`config.mk`:
```
export PLATFORM = sky130hd
export DESIGN_NAME = reg_file_arbiter
export DESIGN_NICKNAME = d
export VERILOG_FILES = /design/src/rtl/reg_file_arbiter.sv
export SDC_FILE = /design/constraint.sdc
export NUM_CORES = 1
export LEC_CHECK = 0
export ABC_AREA = 1
export CORE_MARGIN = 8
export CORE_UTILIZATION = 44
export DETAILED_ROUTE_END_ITERATION = 6
export PLACE_DENSITY = 0.8
export SETUP_SLACK_MARGIN = 0.2
export SLEW_MARGIN = 20
export SYNTH_ARGS = -nofsm -noshare
export SYNTH_HDL_FRONTEND = slang
export SYNTH_SLANG_ARGS = --single-unit
```
`constraint.sdc`:
```
create_clock -name clk -period 1.5 [get_ports clk]
set_input_delay 0.3 -clock clk [delete_from_list [all_inputs] [get_ports clk]]
set_output_delay 0.3 -clock clk [all_outputs]
set_load 0.05 [all_outputs]
```
`src/rtl/reg_file_arbiter.sv`:
```
// Write-port controller for a single-write-port register file: round-robin
// sharing between requesters A and B, plus a zero-fill clear sweep.
module reg_file_arbiter #(
    parameter int ADDR_WIDTH     = 7,
    parameter int DATA_WIDTH     = 8,
    parameter bit CLEAR_ON_RESET = 1'b1
) (
    input  logic                  clk,
    input  logic                  reset_n,
    input  logic                  clear_req,
    input  logic                  a_valid,
    input  logic [ADDR_WIDTH-1:0] a_addr,
    input  logic [DATA_WIDTH-1:0] a_data,
    output logic                  a_ready,
    input  logic                  b_valid,
    input  logic [ADDR_WIDTH-1:0] b_addr,
    input  logic [DATA_WIDTH-1:0] b_data,
    output logic                  b_ready,
    output logic                  we,
    output logic [ADDR_WIDTH-1:0] address_w,
    output logic [DATA_WIDTH-1:0] data_w,
    output logic                  busy,
    output logic                  clear_done
);

    typedef enum logic {
        CLEAR,
        SERVE
    } state_t;

    typedef enum logic {
        PRIO_A,
        PRIO_B
    } prio_t;

    localparam logic [ADDR_WIDTH-1:0] CNT_LAST = {ADDR_WIDTH{1'b1}};

    state_t                  state;
    prio_t                   prio;
    logic [ADDR_WIDTH-1:0]   cnt;
    logic                    a_fire;
    logic                    b_fire;

    // With both valid, exactly one ready is high, so at most one transfer per cycle.
    always_comb begin
        busy    = (state == CLEAR);
        a_ready = (state == SERVE) && !clear_req && (!b_valid || prio == PRIO_A);
        b_ready = (state == SERVE) && !clear_req && (!a_valid || prio == PRIO_B);
        a_fire  = a_valid && a_ready;
        b_fire  = b_valid && b_ready;
    end

    always_ff @(posedge clk or negedge reset_n) begin
        if (!reset_n) begin
            state      <= CLEAR_ON_RESET ? CLEAR : SERVE;
            prio       <= PRIO_A;
            cnt        <= '0;
            we         <= 1'b0;
            address_w  <= '0;
            data_w     <= '0;
            clear_done <= 1'b0;
        end else begin
            clear_done <= 1'b0;
            case (state)
                CLEAR: begin
                    we        <= 1'b1;
                    address_w <= cnt;
                    data_w    <= '0;
                    if (cnt == CNT_LAST) begin
                        cnt        <= '0;
                        clear_done <= 1'b1;
                        state      <= SERVE;
                    end else begin
                        cnt <= cnt + 1'b1;
                    end
                end
                SERVE: begin
                    // A write already held in the output register still lands at this edge.
                    if (clear_req) begin
                        we    <= 1'b0;
                        cnt   <= '0;
                        state <= CLEAR;
                    end else if (a_fire) begin
                        we        <= 1'b1;
                        address_w <= a_addr;
                        data_w    <= a_data;
                        prio      <= PRIO_B;
                    end else if (b_fire) begin
                        we        <= 1'b1;
                        address_w <= b_addr;
                        data_w    <= b_data;
                        prio      <= PRIO_A;
                    end else begin
                        we <= 1'b0;
                    end
                end
                default: begin
                    state <= SERVE;
                    we    <= 1'b0;
                end
            endcase
        end
    end

endmodule

```
Yosys cells after proc, flatten, opt, wreduce, memory -nomap -nowiden:

Cells that the tools add are included.

* bits in registers: 26
* bits of input ports: 35
* output and inout bits: 20
* word-level logic and storage cells: 49

* $add $sub $neg: 1
* equality and inequality tests: 4
* muxes and demuxes: 21
* bitwise logic cells: 3
* reductions and logical operators: 13

Operator list (count)
* $mux 7: 5
* $pmux 7 s2: 2
* $mux 8: 3
* $pmux 8 s2: 1
* $mux 1: 8
* $add 7x1->7 const B: 1
* $eq 7x7->1 const B: 1
* $logic_and 1x1->1: 5
* $ne 2x2->1 const B: 2
* $pmux 1 s2: 2
* $logic_not 1->1: 3
* $ne 3x1->1 const B: 1
* $not 1->1: 3
* $reduce_and 3->1: 1
* $logic_or 1x1->1: 2
* $reduce_and 2->1: 1
* $reduce_bool 2->1: 1

Logic depth before layout (Yosys ltp):

* depth in word-level cells: 8
* mapped depth: 9
* gate-level depth less buffers: 8

Worst setup path before layout:

No wires, ideal clock.

* path type: register to output
* start point: register state
* end point: output a_ready
* arrival: 1.286 ns
* data required time: 1.200 ns
* slack: -0.086 ns
* cell stages (with the launch flop): 4
* path buffers: 1
* path through: dfrtp_1 > buf_6 > nand2_4 > a21oi_1

* cells in the longest elaborated chain, start to end: 2

Ends and longest elaborated chain
* from (decl): RTL line 38 `state_t state;`
* from (signal assigned): RTL line 55 `state <= CLEAR_ON_RESET ? CLEAR : SERVE;`
* $logic_and 1x1->1 (2 in a row): RTL line 47 `a_ready = (state == SERVE) && !clear_req && (!b_valid || prio == PRIO_A);`
* to (decl): RTL line 14 `output logic a_ready,`

Every way passes these cells.

Worst setup path in the final report:

* start point: input b_valid
* end point: output a_ready

* cells in the longest elaborated chain, start to end: 3

Ends and longest elaborated chain
* from (decl): RTL line 15 `input logic b_valid,`
* $logic_not 1->1: RTL line 47
* $logic_or 1x1->1: RTL line 47
* $logic_and 1x1->1: RTL line 47

Every way passes these cells.

==> results.json <==
{
  "rsz0062_at_grt": "yes",
  "place_area_um2": 2288,
  "core_um2": 3284,
  "cts_hold_buf": 0,
  "regToRegEndpoint": "data_w[7]$_DFFE_PN0P_",
  "die_h_um": 73.81,
  "crit_fanout": 3,
  "drive_gt1_frac": 0.2594,
  "period_needed_ns": 1.456,
  "vias_per_cell": 5.157,
  "status": "completed",
  "grt_first_pass_wirelength_um": 7396,
  "dieArea_um2": 5447,
  "cp-start-kind": "input pin",
  "hold_class": "input pin to asynchronous set/reset pin",
  "worstMarginPinSlew_ns": 0.4431,
  "drt_iter0_markers": 114,
  "die_x_um": 73.81,
  "start_util": 0.4476,
  "r2r_cells": 7,
  "power.total_mw": 3.271,
  "final_cell_area_um2": 2486,
  "clk_latency_ns": 0.32,
  "fin_ws_ns": 0.04363,
  "leakage_nw": 1.212,
  "clock_skew_ns": 0.001210,
  "io_pins": 55,
  "grt_pass1_vias": 1572,
  "wl_per_cell_um": 15.03,
  "antenna_found_initial": 0,
  "dr_total_vias": 1609,
  "setup_viol": 0,
  "overflow": 0,
  "fin_crit_sh": 0.9709,
  "fin_hold_ws_ns": 0.3167,
  "netlist_area_um2": 1470,
  "worstSetupPathType": "input pin to output pin",
  "fmaxAchievable_ghz": 0.6866,
  "r2r-start": "state$_DFF_PN0_",
  "hold_viol": 0,
  "seq_area_frac_synth": 0.4426,
  "grt_usage": 0.1729,
  "htreeDepth": 1,
  "port_buffers": 54,
  "cts_root_buf": "clkbuf_4",
  "antenna-diode-count": 0,
  "first_pass_iters": 5,
  "clock-sinks": 26,
  "grt_max_degree": 27,
  "cts.clk_slew.worst_paths_ns": 0.14,
  "nets": 303,
  "cp.arrival_ns": 1.16,
  "ant_nets": 0,
  "yosys_warnings": 0,
  "numCtsBuffers": 3,
  "maxSlewHeadroom": 0.7046,
  "ys_ff_latch": 26,
  "dp_slack_ns": -0.2156,
  "tritoncts": "yes",
  "drc": 0,
  "area_growth_pct": 69.11,
  "r2r_setup_slack_ns": 0.14,
  "rows": 21,
  "power_density_nw_per_um2": 1316,
  "ir_drop_mv": 0.9185,
  "gp_congestion": 0.8146,
  "avgSynthCellArea_um2": 7.539,
  "drv_slew": 0,
  "ys_types": 25,
  "fin_tns_setup_ns": 0,
  "required_ns": 1.20,
  "critPathCaptureType": "output pin",
  "routed_wl_um": 4689,
  "clk_path_buf_depth": 2,
  "synthCells": 195,
  "hpwlAfterDp_um": 3316,
  "cap_violations": 0,
  "syn-num-nets": 231
}
[power by group]
part | switching, mW | leakage, nW | internal [mW]
combinational | 0.873 | 0.869 | 0.824
clock | 0.216 | 0.0210 | 0.148
sequential | 0.287 | 0.321 | 0.922
[routing by layer]
layer	wire length (um)	GRT usage	up-vias
li1	-	-	753
met1	1921	0.2029	768
met2	2388	0.2972	80
met3	301	0.03138	8
met4	79	0.07539	0
met5	0	0	-
[area by class of cell]
class                   instances  area [um2]
inverters                      29       111.4
well taps                      46       57.56
fillers                       226       798.3
multi-input cells             132       696.9
flip-flops and latches         26       653.1
clock buffers                   4       36.28
repair buffers                 75       930.9
[sequential cells by signal, summed over array words and instances, names as in the netlist]
| signal | cells |
|---|---|
| data_w | 8 |
| address_w | 7 |
| cnt | 7 |
| clear_done | 1 |
| prio | 1 |
| state | 1 |
| we | 1 |
[worst max-delay path, cell delays in order]
cell and delay [ns]:
clkdlybuf4s50_1 0.52, a21oi_4 0.19, buf_12 0.15
[cells by family after synthesis]
logic type | Yosys count | share of synthesized area
xor+xnor | 1 | 0.005959
flops | 26 | 0.4426
buf+inv | 38 | 0.1234
simple gates | 112 | 0.3523
fa+ha+maj | 1 | 0.008509
compound gates | 17 | 0.06724
[synthesized netlist by cell type]
cell	number	area (um2)
a21oi_1	3	15.01
o21ai_2	2	17.52
ha_1	1	12.51
buf_4	3	22.52
nor2_4	2	22.52
xor2_1	1	8.760
nand4_1	8	50.05
o31ai_1	1	7.510
buf_6	3	33.78
inv_4	1	6.260
inv_2	1	3.750
nand3_1	18	90.09
nor2_1	17	63.81
inv_1	27	101.4
nand2_1	63	236.5
o21ai_0	8	40.04
nand3_4	1	17.52
dfrtp_1	26	650.6
clkbuf_1	1	3.750
a22o_1	1	8.760
nor2_2	1	6.260
buf_2	2	10.01
nor2_8	1	20.02
nand2_4	1	11.26
o21ai_1	2	10.01
[worst max-delay path by stage]
| stage | cells after the start | startpoint | slack, ns | endpoint |
|---|---|---|---|---|
| after floorplan | 3 | state$_DFF_PN0_ | -0.09 | a_ready |
| after global placement | 5 | clear_req | -0.20 | a_ready |
| after detailed placement | 5 | clear_req | -0.22 | a_ready |
| after CTS | 3 | state$_DFF_PN0_ | 0.05 | a_ready |
| after global routing | 3 | state$_DFF_PN0_ | 0.007 | b_ready |
| final | 3 | b_valid | 0.04 | a_ready |
[placed cells by master (no fill, tap or decap)]
cell type        synthesis  routed
nor2_1                  17      15
nand2_2                  0       3
dfrtp_1                 26      24
nor2_4                   2       2
clkbuf_8                 0       1
clkbuf_4                 0       3
nand2_4                  1       1
nand4_1                  8       8
dlygate4sd2_1            0       2
buf_12                   0      21
o31ai_1                  1       1
buf_8                    0       2
dfrtp_2                  0       2
o21ai_2                  2       2
nor2_2                   1       3
a21oi_2                  0       1
inv_4                    1       1
buf_4                    3      16
xor2_1                   1       1
o21ai_0                  8       6
inv_2                    1       3
nand3_1                 18      18
buf_6                    3       2
nand2_1                 63      60
a21oi_4                  0       2
a22o_1                   1       1
inv_1                   27      25
ha_2                     0       1
o21ai_1                  2       4
nor2_8                   1       1
clkdlybuf4s50_1          0      32
nand3_4                  1       2
[timing repair]
item,in CTS,in global routing
gates resized for setup,13,13
buffers inserted,2,7
pin swaps,2,6
gates cloned,1,0
setup endpoints to repair,13,24
[stage by stage]
step | instances | utilization
4_1_cts | 305 | 0.7276
5_1_grt | 312 | 0.7570
3_3_place_gp | 298 | 0.6968
3_5_place_dp | 298 | 0.6968
2_1_floorplan | 195 | -
6_report | 312 | 0.7570
Note: power is estimated with default switching activity, not from simulation.
